<file path="src/rtl/spi_slave_if.sv">
// SPI slave pin bundle plus the byte-level side presented to the local consumer.
// The slave modport is what spi_slave sees; master is the host/consumer view.
interface spi_slave_if;
    logic       spi_sclk_i;
    logic       spi_cs_n_i;
    logic       spi_mosi_i;
    logic       spi_dc_i;
    logic [7:0] tx_byte_i;
    logic       spi_miso_o;
    logic       spi_byte_vld_o;
    logic [7:0] spi_byte_data_o;
    logic       dc_o;

    modport slave (
        input  spi_sclk_i,
        input  spi_cs_n_i,
        input  spi_mosi_i,
        input  spi_dc_i,
        input  tx_byte_i,
        output spi_miso_o,
        output spi_byte_vld_o,
        output spi_byte_data_o,
        output dc_o
    );

    modport master (
        output spi_sclk_i,
        output spi_cs_n_i,
        output spi_mosi_i,
        output spi_dc_i,
        output tx_byte_i,
        input  spi_miso_o,
        input  spi_byte_vld_o,
        input  spi_byte_data_o,
        input  dc_o
    );
endinterface

</file>
<file path="src/rtl/spi_slave.sv">
// Mode-0 SPI slave oversampled in the clk_i domain: synchronizes the SPI pins,
// assembles MSB-first bytes with a DC tag and shifts a reply byte out on MISO.
module spi_slave #(
    parameter int unsigned SYNC_STAGES = 2
) (
    input logic       clk_i,
    input logic       rst_n_i,
    spi_slave_if.slave bus
);

    logic [SYNC_STAGES-1:0] sclk_sync_q, cs_sync_q, mosi_sync_q, dc_sync_q;
    logic                   sclk_dly_q, cs_dly_q;

    logic       sclk_s, cs_s, mosi_s, dc_s;
    logic       rise, fall, cs_fall;

    logic [2:0] bit_cnt_q, bit_cnt_d;
    logic [7:0] rx_q, rx_d;
    logic [7:0] tx_q, tx_d;
    logic [7:0] data_q, data_d;
    logic       dc_q, dc_d;
    logic       vld_q, vld_d;
    logic       have_byte_q, have_byte_d;

    // CS resets high so the bus looks idle until the host really selects us.
    always_ff @(posedge clk_i or negedge rst_n_i) begin
        if (!rst_n_i) begin
            sclk_sync_q <= '0;
            cs_sync_q   <= '1;
            mosi_sync_q <= '0;
            dc_sync_q   <= '0;
            sclk_dly_q  <= 1'b0;
            cs_dly_q    <= 1'b1;
        end else begin
            sclk_sync_q <= {sclk_sync_q[SYNC_STAGES-2:0], bus.spi_sclk_i};
            cs_sync_q   <= {cs_sync_q[SYNC_STAGES-2:0], bus.spi_cs_n_i};
            mosi_sync_q <= {mosi_sync_q[SYNC_STAGES-2:0], bus.spi_mosi_i};
            dc_sync_q   <= {dc_sync_q[SYNC_STAGES-2:0], bus.spi_dc_i};
            sclk_dly_q  <= sclk_sync_q[SYNC_STAGES-1];
            cs_dly_q    <= cs_sync_q[SYNC_STAGES-1];
        end
    end

    assign sclk_s  = sclk_sync_q[SYNC_STAGES-1];
    assign cs_s    = cs_sync_q[SYNC_STAGES-1];
    assign mosi_s  = mosi_sync_q[SYNC_STAGES-1];
    assign dc_s    = dc_sync_q[SYNC_STAGES-1];
    assign rise    = sclk_s & ~sclk_dly_q & ~cs_s;
    assign fall    = ~sclk_s & sclk_dly_q & ~cs_s;
    assign cs_fall = ~cs_s & cs_dly_q;

    always_comb begin
        bit_cnt_d   = bit_cnt_q;
        rx_d        = rx_q;
        tx_d        = tx_q;
        data_d      = data_q;
        dc_d        = dc_q;
        vld_d       = 1'b0;
        have_byte_d = have_byte_q;
        if (cs_s) begin
            // Deselect drops any partial byte, including one completing this cycle.
            bit_cnt_d   = 3'd0;
            rx_d        = 8'h00;
            have_byte_d = 1'b0;
        end else if (cs_fall) begin
            tx_d = bus.tx_byte_i;
        end else if (rise) begin
            rx_d      = {rx_q[6:0], mosi_s};
            bit_cnt_d = bit_cnt_q + 3'd1;
            if (bit_cnt_q == 3'd7) begin
                data_d      = {rx_q[6:0], mosi_s};
                dc_d        = dc_s;
                vld_d       = 1'b1;
                have_byte_d = 1'b1;
            end
        end else if (fall) begin
            // First fall after a completed byte fetches the next reply byte.
            if (bit_cnt_q == 3'd0 && have_byte_q) begin
                tx_d = bus.tx_byte_i;
            end else begin
                tx_d = {tx_q[6:0], 1'b0};
            end
        end
    end

    always_ff @(posedge clk_i or negedge rst_n_i) begin
        if (!rst_n_i) begin
            bit_cnt_q   <= 3'd0;
            rx_q        <= 8'h00;
            tx_q        <= 8'h00;
            data_q      <= 8'h00;
            dc_q        <= 1'b0;
            vld_q       <= 1'b0;
            have_byte_q <= 1'b0;
        end else begin
            bit_cnt_q   <= bit_cnt_d;
            rx_q        <= rx_d;
            tx_q        <= tx_d;
            data_q      <= data_d;
            dc_q        <= dc_d;
            vld_q       <= vld_d;
            have_byte_q <= have_byte_d;
        end
    end

    assign bus.spi_miso_o      = tx_q[7] & ~cs_s;
    assign bus.spi_byte_vld_o  = vld_q;
    assign bus.spi_byte_data_o = data_q;
    assign bus.dc_o            = dc_q;

endmodule

</file>
<file path="src/flat_wrapper.sv">
// flat-port wrapper written by rule: the top's interface ports become plain ports
module spi_slave_flat 
#(
    parameter int unsigned SYNC_STAGES = 2
)
  (clk_i, rst_n_i, bus_spi_sclk_i, bus_spi_cs_n_i, bus_spi_mosi_i, bus_spi_dc_i, bus_tx_byte_i, bus_spi_miso_o, bus_spi_byte_vld_o, bus_spi_byte_data_o, bus_dc_o);
  spi_slave_if bus_i ();
  input logic clk_i;
  input logic rst_n_i;
  input wire logic [$bits(bus_i.spi_sclk_i)-1:0] bus_spi_sclk_i;
  input wire logic [$bits(bus_i.spi_cs_n_i)-1:0] bus_spi_cs_n_i;
  input wire logic [$bits(bus_i.spi_mosi_i)-1:0] bus_spi_mosi_i;
  input wire logic [$bits(bus_i.spi_dc_i)-1:0] bus_spi_dc_i;
  input wire logic [$bits(bus_i.tx_byte_i)-1:0] bus_tx_byte_i;
  output wire logic [$bits(bus_i.spi_miso_o)-1:0] bus_spi_miso_o;
  output wire logic [$bits(bus_i.spi_byte_vld_o)-1:0] bus_spi_byte_vld_o;
  output wire logic [$bits(bus_i.spi_byte_data_o)-1:0] bus_spi_byte_data_o;
  output wire logic [$bits(bus_i.dc_o)-1:0] bus_dc_o;
  assign bus_i.spi_sclk_i = bus_spi_sclk_i;
  assign bus_i.spi_cs_n_i = bus_spi_cs_n_i;
  assign bus_i.spi_mosi_i = bus_spi_mosi_i;
  assign bus_i.spi_dc_i = bus_spi_dc_i;
  assign bus_i.tx_byte_i = bus_tx_byte_i;
  assign bus_spi_miso_o = bus_i.spi_miso_o;
  assign bus_spi_byte_vld_o = bus_i.spi_byte_vld_o;
  assign bus_spi_byte_data_o = bus_i.spi_byte_data_o;
  assign bus_dc_o = bus_i.dc_o;
  spi_slave #(.SYNC_STAGES(SYNC_STAGES)) u_core (.clk_i(clk_i), .rst_n_i(rst_n_i), .bus(bus_i));
endmodule
</file>
<file path="config.mk">
export PLATFORM = sky130hd
export DESIGN_NAME = spi_slave_flat
export DESIGN_NICKNAME = d
export VERILOG_FILES = /design/src/rtl/spi_slave_if.sv /design/src/rtl/spi_slave.sv /design/src/flat_wrapper.sv
export SDC_FILE = /design/constraint.sdc
export NUM_CORES = 1
export LEC_CHECK = 0
export CAP_MARGIN = 40
export CORE_MARGIN = 1
export CORE_UTILIZATION = 45
export CTS_BUF_LIST = sky130_fd_sc_hd__clkbuf_16
export DETAILED_ROUTE_END_ITERATION = 12
export MAX_ROUTING_LAYER = met4
export PLACE_DENSITY = 0.7
export SLEW_MARGIN = 30
export SYNTH_ARGS = -nofsm -noshare
export SYNTH_HDL_FRONTEND = slang
export SYNTH_SLANG_ARGS = --single-unit
</file>
<file path="constraint.sdc">
create_clock -name clk_i -period 2.04 [get_ports clk_i]
set_input_delay 0.306 -clock clk_i [delete_from_list [all_inputs] [get_ports clk_i]]
set_output_delay 0.306 -clock clk_i [all_outputs]
set_load 0.005 [all_outputs]
</file>
==> key figures, run 1 <==
Timing
  – Worst slew pin tran: 0.496 ns
  – Final Hold Vio Count: 18
  – WHS: -0.0248 ns
  – Min Tclk post-route: 1.81 ns
  – Crit share post-route: between 80% and 90%
  – Worst slew margin: 67.0%
  – Setup violations, final: 0
  – RSZ-0062 raised after global routing: false
  – Final setup margin: approximately 0.23 ns
  – Max Clk Rate: approximately 0.55 GHz
  – Fin Setup TNS: 0 ns
  – Final Max Tran Viols: 0
  – Worst Skew: 0.00476 ns

Setup path
  – CP max FO: 21
  – R2R Path Start: u_core.bit_cnt_q[0]$_DFFE_PN0P_
  – Crit path launch type: flop
  – Crit path DAT: around 1.5 ns
  – CP Capture Type: primary output
  – Worst EP required: between 1.5 and 2 ns
  – WS Path Type: reg -> out
  – Critical Path Source: u_core.cs_sync_q[1]$_DFF_PN1_

Clock network
  – Total CTS buffers: 5
  – Worst-path clk slew: 0.06 ns
  – Clk_lat worst skew: ~0.28 ns
  – Clock Path Buffers: 2
  – Resize count post-CTS: 0
  – Postcts setup bufs: 0
  – CTS sink count: 39
  – CTS HTree Levels: 2
  – CTS tree: yes
  – Cts hold-fix bufs: 0
  – Root Driver: clkbuf_16

GRT
  – Vias in the first global route: around 1000
  – Initial antenna violation count: 0
  – Global-route usage over all layers: between 10% and 20%
  – First-pass GRT wire length: approximately 5 mm
  – Largest net degree at the start of global routing: 40
  – Remaining global-route overflow: 0

Power
  – Leak: about 0.00099 uW
  – VDD IR-drop max: ~0.52 mV
  – Power, Total: around 1800 uW
  – PD cells: 842 nW/um^2

Synth
  – Mux cell area share after synthesis: between 10% and 20%
  – Synthesis Warnings: 0
  – Sequential-to-total area share from yosys stat: between 50 and 60%
  – #FFs+latches synth: 39
  – Area of the mapped netlist: between 1500 and 2000 um^2
  – Syn Area/Cell: 12.4 um^2
  – Main combinational cell family by area after synthesis: multiplexers
  – Simple-gate share of the synthesized area: roughly a tenth
  – Synth Area in Compound Gates: 11.1%
  – Synth Instances: 140
  – Post-synthesis xor/xnor area fraction: 0.506%
  – Post-Synth Adder-Cell Area: under 10%
  – Unique cell type count in the Yosys netlist: 28
  – Post-Syn Nets: roughly 160

Floorplan
  – # IOs: 25
  – Die Y-Extent: ~64 um
  – Core area: 3690 um^2
  – Die Wd: roughly 64 um
  – Site Rows: 22
  – Initial core utilization: between 40 and 50%
  – Full die area: between 4000 and 5000 um^2

Finish
  – Area growth from synthesis to layout: 26.8%
  – Commonest non-fill, non-tap cell in the layout: dfrtp_1
  – Diodes inserted: 0
  – Nets: roughly 180
  – Share of cells above drive strength 1: between 10% and 20%
  – Most frequent cells in the layout: 36 x dfrtp_1, 23 x clkdlybuf4s50_1, 11 x inv_1, 11 x nor2_1, 10 x mux2i_1

Detailed routing
  – Total iterations of the first detailed-routing run: 4
  – WL per Instance: 13.0 um
  – Final ANT Viol Nets: 0
  – Routed wl met2: approximately 1.3 mm
  – Detailed Route Iter0 Violations: 58
  – Highest routed layer: met4
  – # DRC: 0
  – Final wirelength: between 2 and 3 mm
  – Post-Route M1 WL: about 1.3 mm
  – DR vias/cell: around 5.2
  – Met3 WL: 96 um
  – Via count: 1108

Worst hold path
  – HP Class: in -> async

Run status
  – Status: complete, but fails checks
  – Failing checks: negative hold slack

Placement
  – PortBufs: 24
  – Post-Place Setup Slack: 0.485 ns
  – Routability cong.: 0.797
  – HPWL after detailed placement: 1.86 mm

Flow run
  – Max-cap violations: 0
==> metal layers <==
layer	vias up	global-route usage, %
met2	17	23.7
met5	-	-
met3	5	5.89
met1	543	21.4
li1	543	-
met4	0	6.82
==> flip-flops by register name (all words and copies together), names as in the netlist <==
register                    flops
u_core.bit_cnt_q                3
u_core.bus.dc_o                 1
u_core.bus.spi_byte_data_o      8
u_core.bus.spi_byte_vld_o       1
u_core.cs_dly_q                 1
u_core.cs_sync_q                2
u_core.dc_sync_q                2
u_core.have_byte_q              1
u_core.mosi_sync_q              2
u_core.rx_q                     7
u_core.sclk_dly_q               1
u_core.sclk_sync_q              2
u_core.tx_q                     8
==> cell type report <==
type / instances / area, um^2
Clock buffer: 5 / 125
Clock inverter: 3 / 42.5
Fill cell: 306 / 1490
Inverter: 13 / 48.8
Multi-Input combinational cell: 79 / 654
Sequential cell: 39 / 980
Tap cell: 48 / 60.1
Timing Repair Buffer: 28 / 285
==> kinds of logic (layout without fill, tap and decap cells) <==
logic type / after synthesis / count (layout)
DFF: 39 / 39
AOI/OAI and AO/OA: 24 / 24
xor gates and xnor gates: 1 / 1
adders and majority gates: 3 / 3
muxes: 19 / 19
buffers and inverters: 22 / 49
and+or+nand+nor: 32 / 32
==> synth_stat cells <==
| master | instances | area, um^2 |
|---|---|---|
| and3b_1 | 1 | 8.76 |
| dfrtp_1 | 36 | 901 |
| a2111oi_0 | 7 | 61.3 |
| nand3b_1 | 2 | 15.0 |
| dfstp_2 | 3 | 78.8 |
| clkbuf_1 | 3 | 11.3 |
| mux2_1 | 1 | 11.3 |
| o21ai_1 | 2 | 10.0 |
| nor2b_1 | 1 | 6.26 |
| inv_2 | 2 | 7.51 |
| buf_6 | 1 | 11.3 |
| buf_1 | 1 | 3.75 |
| a221oi_1 | 7 | 61.3 |
| or2_0 | 4 | 25.0 |
| nor3b_2 | 1 | 12.5 |
| ha_1 | 3 | 37.5 |
| xnor2_1 | 1 | 8.76 |
| inv_1 | 11 | 41.3 |
| buf_4 | 1 | 7.51 |
| nor2_1 | 11 | 41.3 |
| a211oi_1 | 7 | 52.6 |
| or2_2 | 1 | 6.26 |
| or2_1 | 9 | 56.3 |
| buf_2 | 3 | 15.0 |
| nand2b_1 | 2 | 12.5 |
| mux2i_1 | 10 | 100 |
| mux2_4 | 8 | 120 |
| a21o_1 | 1 | 7.51 |
==> path summary, 6_finish.rpt <==
| kind | slack (ns) | to | depth (start not counted) |
|---|---|---|---|
| hold reg to reg | 0.35 | u_core.dc_sync_q[1]$_DFF_PN0_ | 0 |
| hold / removal | -0.02 | u_core.bus.dc_o$_DFFE_PN0P_ | 1 |
| setup reg to reg | 0.48 | u_core.bus.spi_byte_data_o[0]$_DFFE_PN0P_ | 5 |
| setup / recovery | 0.23 | bus_spi_miso_o | 2 |
| min in group clk_i | 0.35 | u_core.dc_sync_q[1]$_DFF_PN0_ | 0 |
| max in group asynchronous | 1.53 | u_core.cs_sync_q[1]$_DFF_PN1_ | 2 |
==> report_power, final <==
part	switching, uW	internal (uW)
sequential	24.4	819
combinational	69.7	74.3
clock	286	576
total	380	1470
==> through the flow <==
step / utilization [%] / std cells / hold WS (ns) / cell area (um^2)
2_1_floorplan: - / 140 / 0.0104 / 1730
3_3_place_gp: 54.2 / 206 / 0.334 / 2000
3_5_place_dp: 54.2 / 206 / 0.343 / 2000
4_1_cts: 58.8 / 214 / 0.157 / 2170
5_1_grt: 59.5 / 215 / 0.0134 / 2200
6_report: 59.5 / 215 / -0.0248 / 2200
==> critical path, cell delays in order (launching register included) <==
cell	delay (ns)
dfstp_2	0.70
nor2_1	0.08
clkdlybuf4s50_1	0.44
No activity file was read; power rests on OpenSTA's default activity.
==> run 2, diff against run 1 <==
- CAP_MARGIN: 40 -> default
==> key figures, run 2 (synthesis results as in run 1) <==
Run status
  – Status: completed

Power
  – PD cells: 850 nW/um^2 (+0.99%)
  – Clk pwr share: 46.8% (+0.2 points)
  – Part of the power in registers: 45.7% (about the same)
  – NetSw: 380 uW (about the same)
  – Net Sw Frac: 20.6% (+0.063 points)
  – Comb power frac: 7.5% (-0.3 points)
  – Cell internal pwr: 1460 uW (-0.36%)
  – Leak: 0.000974 uW (-1.3%)
  – VDD IR-drop max: 0.525 mV (about the same)

Setup path
  – Slowest cell on the critical path: dfstp_2
  – Cell breakdown of the critical path: nor2_1, clkdlybuf4s50_1
  – Crit path DAT: 1.50 ns (about the same)
  – WS Path Type: reg -> out
  – Critical path's largest stage delay: 0.70 ns (about the same)
  – CP Capture Type: primary output
  – Crit path launch type: flop
  – Buf/Inv on CP: 1 (unchanged)
  – CP max FO: 21 (unchanged)
  – CP top delay family: flip-flops
  – Worst EP required: 1.73 ns (about the same)

Timing
  – Final Max Tran Viols: 0 (unchanged)
  – Min Tclk post-route: 1.81 ns (+0.000233 ns)
  – Worst slew pin tran: 0.825 ns (+0.329 ns)
  – Worst Skew: 0.00519 ns (+0.000422 ns)
  – Crit share post-route: 88.5% (about the same)
  – Final Hold Vio Count: 0 (-18)
  – RSZ-0062 raised after global routing: false
  – Fin Setup TNS: 0 ns (unchanged)
  – Max Clk Rate: 0.554 GHz (about the same)
  – Worst slew margin: 45.0% (-22 points)
  – Setup violations, final: 0 (unchanged)

Placement
  – PortBufs: 24 (unchanged)
  – HPWL after detailed placement: 1.86 mm (unchanged)
  – Placed cell area: 2000 um^2 (unchanged)
  – Routability cong.: 0.797 (unchanged)

GRT
  – First-pass GRT wire length: 4.91 mm (unchanged)
  – Vias in the first global route: 1046 (unchanged)
  – Largest net degree at the start of global routing: 40 (unchanged)
  – Initial antenna violation count: 0 (unchanged)
  – Remaining global-route overflow: 0 (unchanged)
  – Global-route usage over all layers: 16.6% (unchanged)

Floorplan
  – Site Rows: 22 (unchanged)
  – Initial core utilization: 46.9% (unchanged)
  – Full die area: 4100 um^2 (unchanged)
  – # IOs: 25 (unchanged)
  – Core area: 3690 um^2 (unchanged)
  – Die Y-Extent: 64.0 um (unchanged)
  – Die Wd: 64.0 um (unchanged)

Clock network
  – Cts hold-fix bufs: 0 (unchanged)
  – Total CTS buffers: 5 (unchanged)
  – CTS tree: yes
  – Resize count post-CTS: 0 (unchanged)
  – Worst-path clk slew: 0.06 ns (about the same)
  – Postcts setup bufs: 0 (unchanged)
  – CTS HTree Levels: 2 (unchanged)
  – Clock Path Buffers: 2 (unchanged)
  – CTS sink count: 39 (unchanged)
  – Clk_lat worst skew: 0.28 ns (about the same)
  – Root Driver: clkbuf_16

Detailed routing
  – # DRC: 0 (unchanged)
  – WL per Instance: 13.0 um (+0.65%)
  – Via count: 1100 (-0.72%)
  – Final wirelength: 2.79 mm (+0.18%)
  – Detailed Route Iter0 Violations: 65 (+12%)
  – Total iterations of the first detailed-routing run: 4 (unchanged)
  – DR vias/cell: 5.14 (-0.26%)
  – Final ANT Viol Nets: 0 (unchanged)

Finish
  – Nets: 182 (-0.55%)
  – Final instance area: 2170 um^2 (-1.3%)
  – Most frequent cells in the layout: 36 x dfrtp_1, 23 x clkdlybuf4s50_1, 11 x inv_1, 11 x nor2_1, 10 x mux2i_1
  – Filler Cells Inserted: 310 (+1.3%)
  – Area growth from synthesis to layout: 25.2%
  – Diodes inserted: 0 (unchanged)
  – Commonest non-fill, non-tap cell in the layout: dfrtp_1
  – Layout Utilization: 58.8% (-0.75 points)
  – Share of cells above drive strength 1: 15.7% (-0.51 points)

Flow run
  – Max-cap violations: 0 (unchanged)

Worst hold path
  – HP Class: in -> async
## run 2: per-stage QoR
| step | std cells | power (uW) | setup WS [ns] | hold slack, ns |
|---|---|---|---|---|
| after global placement | 206 | 989 | 0.510 | 0.334 |
| final | 214 | 1840 | 0.234 | 0.124 |
| after detailed placement | 206 | 994 | 0.485 | 0.343 |
| after global routing | 214 | 1930 | 0.154 | 0.202 |
| after CTS | 214 | 1870 | 0.227 | 0.157 |
| after floorplan | 140 | 932 | 0.592 | 0.0104 |
## run 2: routing by layer
metal / wire length (um) / vias up / GRT usage, %
li1: - / 539 / -
met1: 1340 / 539 / 21.4
met2: 1300 / 17 / 23.7
met3: 101 / 5 / 5.89
met4: 49 / 0 / 6.82
met5: 0 / - / -
## run 2: cell type report
class / count / area [um^2] / area share, %
Multi-Input combinational cell: 79 / 654 / 30.2
Timing Repair Buffer: 27 / 258 / 11.9
Tap cell: 48 / 60.1 / 2.77
Inverter: 13 / 48.8 / 2.25
Clock buffer: 5 / 125 / 5.77
Sequential cell: 39 / 980 / 45.2
Clock inverter: 3 / 42.5 / 1.96
## run 2: final timing paths
path	from	endpoint	slack, ns	cells past startpoint
setup reg to reg	u_core.bit_cnt_q[0]$_DFFE_PN0P_	u_core.bus.spi_byte_data_o[0]$_DFFE_PN0P_	0.48	5
max in group asynchronous	rst_n_i	u_core.tx_q[0]$_DFFE_PN0P_	1.40	1
setup / recovery	u_core.cs_sync_q[1]$_DFF_PN1_	bus_spi_miso_o	0.23	2
hold reg to reg	u_core.dc_sync_q[0]$_DFF_PN0_	u_core.dc_sync_q[1]$_DFF_PN0_	0.35	0
hold / removal	rst_n_i	u_core.bus.dc_o$_DFFE_PN0P_	0.12	1
min in group clk_i	u_core.dc_sync_q[0]$_DFF_PN0_	u_core.dc_sync_q[1]$_DFF_PN0_	0.35	0
## run 2: power by group through the flow
| stage | logic, uW | clock network [uW] | registers [uW] |
|---|---|---|---|
| detailed placement | 139 | 0 | 856 |
| floorplan | 85.3 | 0 | 846 |
| global route | 157 | 925 | 848 |
| finish | 138 | 863 | 843 |
| global placement | 135 | 0 | 854 |
| CTS | 140 | 887 | 843 |
